$ cat src/rtl/csr_pkg.sv
// Shared definitions for the CSR bus initiator: Zicsr funct3 codes, FSM states, CSR addresses.
// Used by csr_op_decode and csr_access_unit (optional read-only check: CSR_ACCESS_RO_CHECK_EN).
package csr_pkg;

    localparam logic [2:0] CSR_RW  = 3'b001;
    localparam logic [2:0] CSR_RS  = 3'b010;
    localparam logic [2:0] CSR_RC  = 3'b011;
    localparam logic [2:0] CSR_RWI = 3'b101;
    localparam logic [2:0] CSR_RSI = 3'b110;
    localparam logic [2:0] CSR_RCI = 3'b111;

    typedef enum logic [1:0] {
        ST_IDLE,
        ST_READ,
        ST_WRITE,
        ST_DONE
    } csr_state_e;

    localparam logic [11:0] CSR_MSTATUS  = 12'h300;
    localparam logic [11:0] CSR_MIE      = 12'h304;
    localparam logic [11:0] CSR_MTVEC    = 12'h305;
    localparam logic [11:0] CSR_MSCRATCH = 12'h340;
    localparam logic [11:0] CSR_CYCLE    = 12'hC00;

    // Addresses 0xC00-0xFFF are the read-only CSR space.
    function automatic logic is_read_only(input logic [11:0] addr);
        return addr[11:10] == 2'b11;
    endfunction

endpackage

$ cat src/rtl/csr_op_decode.sv
// Combinational Zicsr operation decode: turns funct3 and operands into the
// write-needed flag and the set/clear masks driven during the WRITE cycle.
module csr_op_decode
    import csr_pkg::*;
(
    input  logic [2:0]  funct3_i,
    input  logic [31:0] rs1_data_i,
    input  logic [4:0]  zimm_i,
    input  logic        rs1_zero_i,
    output logic        write_needed_o,
    output logic        bad_funct3_o,
    output logic [31:0] set_o,
    output logic [31:0] clear_o
);

    logic [31:0] w_op;

    assign w_op = funct3_i[2] ? {27'b0, zimm_i} : rs1_data_i;

    // NOTE: every output gets a default before the case so no latch is inferred.
    always_comb begin
        write_needed_o = 1'b0;
        bad_funct3_o   = 1'b0;
        set_o          = '0;
        clear_o        = '0;
        case (funct3_i)
            CSR_RW, CSR_RWI: begin
                write_needed_o = 1'b1;
                set_o          = w_op;
                clear_o        = ~w_op;
            end
            CSR_RS, CSR_RSI: begin
                write_needed_o = !rs1_zero_i;
                set_o          = w_op;
            end
            CSR_RC, CSR_RCI: begin
                write_needed_o = !rs1_zero_i;
                clear_o        = w_op;
            end
            default: bad_funct3_o = 1'b1;
        endcase
    end

endmodule

$ cat src/rtl/csr_access_unit.sv
// CSR bus initiator: runs a read cycle and an optional write cycle for one Zicsr instruction.
// Define CSR_ACCESS_RO_CHECK_EN to trap writes to the read-only range 0xC00-0xFFF.
module csr_access_unit
    import csr_pkg::*;
(
    input  logic        clk_i,
    input  logic        rst_ni,
    input  logic        req_valid_i,
    output logic        req_ready_o,
    input  logic [2:0]  funct3_i,
    input  logic [11:0] csr_addr_i,
    input  logic [31:0] rs1_data_i,
    input  logic [4:0]  zimm_i,
    input  logic        rs1_zero_i,
    input  logic        flush_i,
    output logic        csr_en_o,
    output logic [11:0] csr_addr_o,
    output logic [31:0] csr_set_o,
    output logic [31:0] csr_clear_o,
    input  logic        csr_ack_i,
    input  logic [31:0] csr_rdata_i,
    output logic        resp_valid_o,
    output logic [31:0] resp_rdata_o,
    output logic        resp_illegal_o
);

    csr_state_e  r_state;
    logic [11:0] r_addr;
    logic [31:0] r_set;
    logic [31:0] r_clear;
    logic        r_write_needed;
    logic [31:0] r_rdata;
    logic        r_illegal;

    logic        w_write_needed;
    logic        w_bad_funct3;
    logic [31:0] w_set;
    logic [31:0] w_clear;
    logic        w_ro_violation;
    logic        w_read_illegal;

    // Decode at accept time so only the resulting masks need to be held.
    csr_op_decode u_op_decode (
        .funct3_i       (funct3_i),
        .rs1_data_i     (rs1_data_i),
        .zimm_i         (zimm_i),
        .rs1_zero_i     (rs1_zero_i),
        .write_needed_o (w_write_needed),
        .bad_funct3_o   (w_bad_funct3),
        .set_o          (w_set),
        .clear_o        (w_clear)
    );

`ifdef CSR_ACCESS_RO_CHECK_EN
    assign w_ro_violation = is_read_only(r_addr) && r_write_needed;
`else
    assign w_ro_violation = 1'b0;
`endif

    assign w_read_illegal = !csr_ack_i || w_ro_violation;

    // NOTE: sequential state uses non-blocking assignments only, so every
    // register sees the pre-edge values of the others.
    always_ff @(posedge clk_i or negedge rst_ni) begin
        if (!rst_ni) begin
            r_state        <= ST_IDLE;
            r_addr         <= '0;
            r_set          <= '0;
            r_clear        <= '0;
            r_write_needed <= 1'b0;
            r_rdata        <= '0;
            r_illegal      <= 1'b0;
        end else begin
            case (r_state)
                ST_IDLE: begin
                    if (req_valid_i && !flush_i) begin
                        r_addr         <= csr_addr_i;
                        r_set          <= w_set;
                        r_clear        <= w_clear;
                        r_write_needed <= w_write_needed;
                        if (w_bad_funct3) begin
                            r_rdata   <= '0;
                            r_illegal <= 1'b1;
                            r_state   <= ST_DONE;
                        end else begin
                            r_state   <= ST_READ;
                        end
                    end
                end
                ST_READ: begin
                    if (flush_i) begin
                        r_state <= ST_IDLE;
                    end else begin
                        r_rdata   <= csr_rdata_i;
                        r_illegal <= w_read_illegal;
                        r_state   <= (r_write_needed && !w_read_illegal) ? ST_WRITE : ST_DONE;
                    end
                end
                // The write is committed once issued, so flush is not sampled here.
                ST_WRITE: r_state <= ST_DONE;
                ST_DONE:  r_state <= ST_IDLE;
                default:  r_state <= ST_IDLE;
            endcase
        end
    end

    // Bus and handshake outputs depend on state only; reset drops them at once.
    assign req_ready_o    = (r_state == ST_IDLE);
    assign csr_en_o       = (r_state == ST_READ) || (r_state == ST_WRITE);
    assign csr_addr_o     = csr_en_o ? r_addr : '0;
    assign csr_set_o      = (r_state == ST_WRITE) ? r_set : '0;
    assign csr_clear_o    = (r_state == ST_WRITE) ? r_clear : '0;
    assign resp_valid_o   = (r_state == ST_DONE);
    assign resp_rdata_o   = r_rdata;
    assign resp_illegal_o = r_illegal;

endmodule

$ cat config.mk
export PLATFORM = sky130hd
export DESIGN_NAME = csr_access_unit
export DESIGN_NICKNAME = d
export VERILOG_FILES = /design/src/rtl/csr_pkg.sv /design/src/rtl/csr_op_decode.sv /design/src/rtl/csr_access_unit.sv
export SDC_FILE = /design/constraint.sdc
export NUM_CORES = 1
export LEC_CHECK = 0
export CELL_PAD_IN_SITES_DETAIL_PLACEMENT = 1
export CELL_PAD_IN_SITES_GLOBAL_PLACEMENT = 1
export CORE_ASPECT_RATIO = 1.25
export CORE_UTILIZATION = 35
export DETAILED_ROUTE_END_ITERATION = 8
export HOLD_SLACK_MARGIN = 0.15
export PLACE_DENSITY = 0.9
export SLEW_MARGIN = 10
export SYNTH_ARGS = -nofsm -noshare
export SYNTH_HDL_FRONTEND = slang
export SYNTH_SLANG_ARGS = --single-unit
$ cat constraint.sdc
create_clock -name clk_i -period 2.43 [get_ports clk_i]
set_input_delay 0.3645 -clock clk_i [delete_from_list [all_inputs] [get_ports clk_i]]
set_output_delay 0.3645 -clock clk_i [all_outputs]
set_load 0.01 [all_outputs]
### Word level (Yosys, flattened, before mapping)

Cells that the tools add are included.

| storage, ports and cells | value |
|---|---|
| register bits after elaboration | 112 |
| input bits | 90 |
| output and inout bits | 112 |
| word-level logic and storage cells | 55 |

| operators by class | value |
|---|---|
| eq/ne operators | 12 |
| muxes and demuxes | 20 |
| bitwise operators | 1 |
| reduce and logical (&&, ||, !) cells | 15 |

Operator list:

| cell | count |
|---|---|
| two-way mux 32 bit | 7 |
| case mux 32 bit (2 select lines) | 2 |
| NOT 32 bit | 1 |
| two-way mux 12 bit | 1 |
| equality test 3 bit, second input constant | 3 |
| case mux 2 bit (4 select lines) | 1 |
| OR reduction 4 bit | 2 |
| equality test 3 x 2 -> 1 bit, second input constant | 2 |
| two-way mux 2 bit | 3 |
| OR reduction 6 bit | 1 |
| equality test 2 bit, second input constant | 2 |
| two-way mux 1 bit | 4 |
| inequality test 2 bit, second input constant | 2 |
| case mux 1 bit (2 select lines) | 2 |
| AND reduction 4 bit | 1 |
| OR reduction 2 bit | 2 |
| equality test 3 x 1 -> 1 bit, second input constant | 1 |
| logical NOT 1 bit | 3 |
| equality test 2 x 1 -> 1 bit, second input constant | 1 |
| logical AND 1 bit | 2 |
| logical NOT 2 bit | 1 |
| inequality test 2 x 1 -> 1 bit, second input constant | 1 |
| AND reduction 2 bit | 1 |
| nonzero test 2 bit | 1 |
| logical OR 1 bit | 1 |

### Depth between registers and ports, before layout

Gate-level depths: netlist of the first run.

| depth | value |
|---|---|
| depth after elaboration | 5 |
| gate-level depth with buffers | 8 |
| mapped depth without buffers | 5 |

### Hierarchy

A second synthesis of the first run with hierarchy kept.

| second synthesis, totals | value |
|---|---|
| cells, all modules | 458 |
| area total of the unflattened synthesis | 5699.2 um^2 |

Modules (own cells, without submodules):

| module | instances | cells an instance | area an instance (um^2) |
|---|---|---|---|
| csr_access_unit | 1 | 341 | 4794.6 |
| csr_op_decode | 1 | 117 | 904.6 |

### Least setup slack after synthesis of the first run

No wires, ideal clock.

| timing | value |
|---|---|
| kind | reg-to-reg |
| start point | register r_state[0] |
| end point | register r_rdata[10] (netlist: resp_rdata_o[10]) |
| setup time | 0.121 ns |
| arrival | 1.606 ns |
| slack | 0.703 ns |
| cell stages (with the launch flop) | 8 |
| buffers on the path | 2 |
| clock period less this slack | 1.727 ns |
| cell sequence | dfrtp_1 > inv_1 > ha_1 > buf_2 > nor4bb_1 > o21bai_1 > buf_2 > a22o_1 |

| between the ends | value |
|---|---|
| cells in the longest elaborated chain, start to end | 3 |

RTL lines:

| what | line | source |
|---|---|---|
| from (decl) | csr_access_unit.sv:27 | `csr_state_e r_state;` |
| from (signal assigned) | csr_access_unit.sv:96 | `r_state <= (r_write_needed && !w_read_illegal) ? ST_WRITE : ST_DONE;` |
| logical NOT 2 bit (*) | - |  |
| named net req_ready_o | csr_access_unit.sv:9 | `output logic req_ready_o,` |
| inequality test 2 x 1 -> 1 bit (no line), or another cell as far along | - |  |
| AND reduction 4 bit (no line) | - |  |
| to (signal assigned) | csr_access_unit.sv:94 | `r_rdata <= csr_rdata_i;` |
| to (decl) | csr_access_unit.sv:32 | `logic [31:0] r_rdata;` |

Mark *: on every way through the listed nets, which the timed path passes. The rest lies on a longest branch.
A chain may end at the register's enable or synchronous reset.

### Final worst setup path of the first run

| timing | value |
|---|---|
| start point | register r_state[0] |
| end point | output port csr_clear_o[27] |

| between the ends | value |
|---|---|
| cells in the longest elaborated chain, start to end | 2 |

RTL lines:

| what | line | source |
|---|---|---|
| equality test 2 bit | csr_access_unit.sv:112 | `assign csr_clear_o = (r_state == ST_WRITE) ? r_clear : '0;` |
| two-way mux 32 bit | csr_access_unit.sv:112 |  |
| to (decl) | csr_access_unit.sv:19 | `output logic [31:0] csr_clear_o,` |

Every way passes these cells.

==> results_dict.tcl, run 1 <==
set metrics [dict create \
    num_rows 49 \
    num_antenna_cells 0 \
    clk_latency_ps 350 \
    clkTransAtPathRegs_ps 70 \
    dpl.hpwl_um 10900 \
    timing.fmax_ghz 0.411 \
    place_congestion 0.739 \
    rsz0062_at_grt "true" \
    die_area_sq_um 15300 \
    grt_pass1_wl_um 24100 \
    drtPass1Iterations 4 \
    relSlewSlack_pct 61.9 \
    design.core.area_sq_um 14400 \
    ir_drop_mv 0.527 \
    grt_use_total_pct 20.0 \
    die_w_um 111 \
    syn_area_sq_um 5170 \
    io_pins 202 \
    grt_max_degree 66 \
    dp.cells 869 \
    htreeDepth 3 \
    worst_slew_pin_slew_ps 572 \
    start_util_pct 35.9 \
    drc 0 \
    numClockSinks 112 \
    io_buffers 201 \
    first_iter_violations 123 \
    finalCritPeriodShare_pct 100 \
    fin_skew_ps 9.25 \
    grt_pass1_vias 4653 \
    final_cell_mix "183 x clkdlybuf4s50_1, 112 x dfrtp_1, 104 x nand2_1" \
    ff_latch_area_sq_um 2800 \
    setup_violations 2 \
    cts_inserted_buffers 9 \
    hold_viol 0 \
    areaGrowthSynthToFinish_pct 48.8 \
    period_minus_slack_ps 2430 \
    clk_path_buf_depth 2 \
    syn_inst 516 \
    postRouteAntennaNets 0 \
    cp.required_ps 2070 \
    grt-ovfl-total 0 \
    syn-num-nets 610 \
    top_layer_used "met4" \
    vias 4338 \
    worstSetupPathType "flop to output port" \
    power.density_nw_per_um2 1070 \
    p_leak_nw 3.45 \
    report.final.slew_viol_count 0 \
    yosys_warnings 0 \
    final_common_cell "clkdlybuf4s50_1" \
    met3_wirelength_um 755 \
    arrival_ps 2070 \
    cts_setup_buffers 0 \
    start_kind "flop" \
    routed_wl_um 15300 \
    antenna_found_initial 0 \
    wire_per_inst_um 17.2 \
    worstPathMaxFanout 32 \
    outcome "complete, but fails checks" \
    crit_path_end_kind "output port" \
    synth_cell_type_count 28 \
    finalNonFillerCells 887 \
    synth_seq_area_share_pct 54.2 \
    pre_cts_slack_ps 192 \
    viasPerCell 4.89 \
    clock-root-buffer "clkbuf_16" \
    drv_cap 0 \
    die_y_um 138 \
    m1WireLength_um 6440 \
    layout-drive-gt1-share_pct 5.08 \
    setup_ws_ps -1.69 \
    multi_input_area_sq_um 2180 \
    violations "negative setup slack" \
    wl_met2_um 7890 \
    postSynthAreaPerCell_sq_um 10.0 \
    cts_tree "yes" \
    nNetsFinal 798 \
    fin_util_pct 53.4 \
    ys_ff_latch 112 \
    hold_path.class "flop to flop" \
    n_fill_cell 1614 \
]
synth_stat cells:
cell / number / area share, %
and2_1: 76 / 9.2
xor2_1: 1 / 0.17
a22oi_1: 1 / 0.15
nor4bb_1: 1 / 0.19
xnor2_1: 32 / 5.4
and3b_1: 1 / 0.17
nand2_1: 104 / 7.6
inv_1: 3 / 0.22
mux2i_1: 6 / 1.2
a21o_1: 1 / 0.15
nand3b_1: 1 / 0.15
nor3_1: 1 / 0.097
a21oi_1: 2 / 0.19
a22o_1: 32 / 5.4
o221ai_1: 1 / 0.17
a21boi_4: 1 / 0.36
clkbuf_1: 23 / 1.7
buf_6: 4 / 0.87
ha_1: 4 / 0.97
or3b_4: 1 / 0.22
nand2b_1: 27 / 3.3
a211oi_1: 1 / 0.15
nor2_1: 1 / 0.073
o21bai_1: 1 / 0.15
o21ai_0: 64 / 6.2
nor2b_1: 3 / 0.36
buf_2: 11 / 1.1
dfrtp_1: 112 / 54
final timing paths:
path / from / end / slack, ps / depth (start not counted)
min: r_addr[7]$_DFFE_PN0P_ / r_addr[7]$_DFFE_PN0P_ / 470 / 2
min in group asynchronous: rst_ni / r_addr[5]$_DFFE_PN0P_ / 530 / 2
max in group asynchronous: rst_ni / r_set[12]$_DFFE_PN0P_ / 1140 / 3
min reg2reg: r_addr[7]$_DFFE_PN0P_ / r_addr[7]$_DFFE_PN0P_ / 470 / 2
max reg2reg: r_state[1]$_DFFE_PN0N_ / r_set[4]$_DFFE_PN0P_ / 320 / 6
max: r_state[0]$_DFFE_PN0N_ / csr_clear_o[27] / -2 / 5
report_power, final:
part	switching [mW]	total [mW]	internal (mW)
Sequential	0.464	3.15	2.68
Clock	0.678	1.51	0.836
Combinational	1.63	3.55	1.92
Total	2.77	8.21	5.44
layout make-up:
cell class	instances	share of cell area, %
repair buffers	215	28.2
well taps	178	2.90
multi-input cells	363	28.3
clock inverters	5	0.830
inverters	3	0.146
clock buffers	11	3.16
flip-flops and latches	112	36.4
critical path, stage by stage (launching register included):
cell	delay (ps)
dfrtp_1	420
inv_2	100
ha_2	280
clkbuf_16	240
and2_1	150
clkdlybuf4s50_1	530
state kept, by name, indices dropped and copies added (netlist names):
name / flops
resp_rdata_o: 32
r_clear: 32
r_write_needed: 1
r_state: 2
resp_illegal_o: 1
r_set: 32
r_addr: 12
timing repair:
item	CTS	global route
hold buffers	1	0
resized for setup	18	0
gates cloned	0	1
setup endpoints to repair	76	60
endpoints found under the hold margin	34	0
metal layers:
| layer | vias to the layer above | track usage [%] |
|---|---|---|
| met5 | - | 0 |
| met4 | 0 | 7.26 |
| met3 | 17 | 3.98 |
| met2 | 133 | 36.5 |
| met1 | 2132 | 23.5 |
| li1 | 2056 | - |
through the flow:
stage	instance area [sq um]	power, mW	TNS [ps]	hold slack [ps]
global route	7690	8.75	-3130	463
detailed placement	7370	6.74	0	361
global placement	7370	6.52	0	351
CTS	7670	8.26	-49.1	458
finish	7690	8.21	-2.00	467
floorplan	5170	4.74	0	68.9
cell families after synthesis:
group	synth area share, %
AND/OR/NAND/NOR	21.3
XOR/XNOR	5.59
adder cells (fa/ha/maj)	0.969
AO/OA/AOI/OAI	12.9
buffers and inverters	3.83
flip-flops	54.2
multiplexers	1.16
No activity file was read; power rests on OpenSTA's default activity.
==> run 2, diff against run 1 <==
- clock period: 2.43 -> 2.8 ns (I/O delays scaled with it)
==> run 2 against run 1 <==
  * Power down 12%
  * Non-clock buffer count down 5
  * Critical path depth unchanged
  * Global-route usage up 0.13 points
  * Register-to-register slack better by 170 ps
  * Flip-flop and latch count unchanged
  * Core utilization down 0.16 points
  * Clock-buffer cell count unchanged
  * Sequential power down 13%
  * The run now ends clean
  * Die area unchanged
  * Via count down 0.35%
  * Sequential share of layout area up 0.11 points
==> results_dict.tcl, run 2 (synthesis results as in run 1) <==
set metrics [dict create \
    report.final.slew_viol_count 0 \
    worst_slew_pin_slew_ps 618 \
    drc 0 \
    period_minus_slack_ps 2600 \
    clock_power_share_pct 19.9 \
    timing.fmax_ghz 0.384 \
    cts_tree "yes" \
    vias 4323 \
    p_leak_nw 3.36 \
    die_w_um 111 \
    nNetsFinal 793 \
    grt_pass1_wl_um 24400 \
    worstPathMaxFanout 48 \
    grt_pass1_vias 4598 \
    final_common_cell "clkdlybuf4s50_1" \
    routed_wl_um 15300 \
    place_congestion 0.747 \
    ir_drop_mv 0.410 \
    r2r_end "r_clear[23]$_DFFE_PN0P_" \
    ctsHoldBuffers 0 \
    clkTransAtPathRegs_ps 80 \
    hold_path.class "input pin to asynchronous set/reset pin" \
    cp_slowest_cell "clkdlybuf4s50_1" \
    r2r_slack_ps 490 \
    path_delay_family "buffers and inverters" \
    p_seq_share_pct 38.0 \
    io_pins 202 \
    cts_inserted_buffers 9 \
    fin_hold_ws_ps 140 \
    clk_latency_ps 350 \
    finalCritPeriodShare_pct 93.0 \
    final_cell_mix "199 x clkdlybuf4s50_1, 112 x dfrtp_1, 104 x nand2_1" \
    outcome "finished, final reports clean" \
    postRouteAntennaNets 0 \
    fin_skew_ps 11.4 \
    areaGrowthSynthToFinish_pct 48.4 \
    power.density_nw_per_um2 940 \
    hold_viol 0 \
    grt_use_total_pct 20.2 \
    drv_cap 0 \
    htreeDepth 3 \
    die_y_um 138 \
    swShare_pct 33.2 \
    n_fill_cell 1566 \
    crit-reg2reg-launch "r_state[0]$_DFFE_PN0N_" \
    antenna_found_initial 0 \
    power.internal_mw 4.81 \
    dpl.hpwl_um 10600 \
    crit_path_end_kind "output port" \
    design.core.area_sq_um 14400 \
    numClockSinks 112 \
    crit_chain "inv_1 > ha_4 > buf_12 > and2_1 > clkdlybuf4s50_1" \
    num_rows 49 \
    path_buf_inv 3 \
    worstSetupPathType "flop to output port" \
    clock-root-buffer "clkbuf_16" \
    start_kind "flop" \
    setup_tns_ps 0 \
    drtPass1Iterations 4 \
    cp.required_ps 2380 \
    io_buffers 201 \
    viasPerCell 4.90 \
    cpPeakStageDelay_ps 560 \
    finalNonFillerCells 882 \
    start_util_pct 35.9 \
    rsz0062_at_grt "false" \
    comb_power_share_pct 42.1 \
    power_switching_mw 2.40 \
    cp.depth 5 \
    layout-drive-gt1-share_pct 4.40 \
    grt_max_degree 113 \
    rr_worst_depth 6 \
    dp.cells 866 \
    num_antenna_cells 0 \
    first_iter_violations 132 \
    grt-ovfl-total 0 \
    relSlewSlack_pct 58.8 \
    clk_path_buf_depth 2 \
    arrival_ps 2180 \
    die_area_sq_um 15300 \
    setup_violations 0 \
    wire_per_inst_um 17.3 \
]
run 2: changes by cell type in the layout (fill, tap and decap cells not counted), sizes merged:
| cell | previous run | this run |
|---|---|---|
| clkinvlp | 1 | 0 |
| clkdlybuf4s50 | 183 | 199 |
| dlygate4sd3 | 1 | 0 |
| dlygate4sd2 | 16 | 0 |
| clkbuf | 12 | 11 |
| buf | 14 | 11 |
| bufinv | 1 | 2 |
run 2: worst max-delay path by stage:
stage                                       from                      endpoint  slack, ps
after floorplan           r_state[0]$_DFFE_PN0N_  resp_rdata_o[10]$_DFFE_PN0P_       1070
after global placement    r_state[0]$_DFFE_PN0N_               csr_clear_o[28]        510
after detailed placement  r_state[0]$_DFFE_PN0N_               csr_clear_o[28]        460
after CTS                 r_state[0]$_DFFE_PN0N_               csr_clear_o[27]         50
after global routing      r_state[0]$_DFFE_PN0N_               csr_clear_o[27]         50
final                     r_state[0]$_DFFE_PN0N_               csr_clear_o[28]        200
run 2: power by group through the flow:
stage	logic [mW]	clock network, mW	registers [mW]
after global routing	3.32	1.54	2.82
after detailed placement	3.07	0	2.77
after CTS	3.08	1.47	2.75
after global placement	2.92	0	2.72
after floorplan	1.40	0	2.72
final	3.03	1.44	2.74
run 2: final cells by class:
type	count	area [sq um]	share of cell area [%]
clock buffers	11	253	3.30
clock inverters	5	86.3	1.13
inverters	3	11.3	0.147
multi-input cells	363	2180	28.5
flip-flops and latches	112	2800	36.5
well taps	178	223	2.90
repair buffers	210	2110	27.5
run 2: repair_timing:
action                     in CTS  in global routing
setup endpoints to repair       0                 17
gates resized for setup         0                  1
buffers inserted                0                  0
run 2: per-layer routing:
layer	part of all wire, %	track usage [%]	vias to the layer above
li1	-	-	2049
met4	1.3	5.33	0
met2	51	35.7	140
met5	0	0	-
met1	42	24.7	2118
met3	5.8	4.90	16
run 2: through the flow:
| step | cell area [sq um] | setup WS (ps) | power, mW | util (%) |
|---|---|---|---|---|
| 2_1_floorplan | 5170 | 1070 | 4.12 | - |
| 3_3_place_gp | 7320 | 513 | 5.64 | 50.8 |
| 3_5_place_dp | 7320 | 456 | 5.83 | 50.8 |
| 4_1_cts | 7660 | 53.6 | 7.29 | 53.2 |
| 5_1_grt | 7670 | 49.8 | 7.69 | 53.2 |
| 6_report | 7670 | 196 | 7.21 | 53.2 |
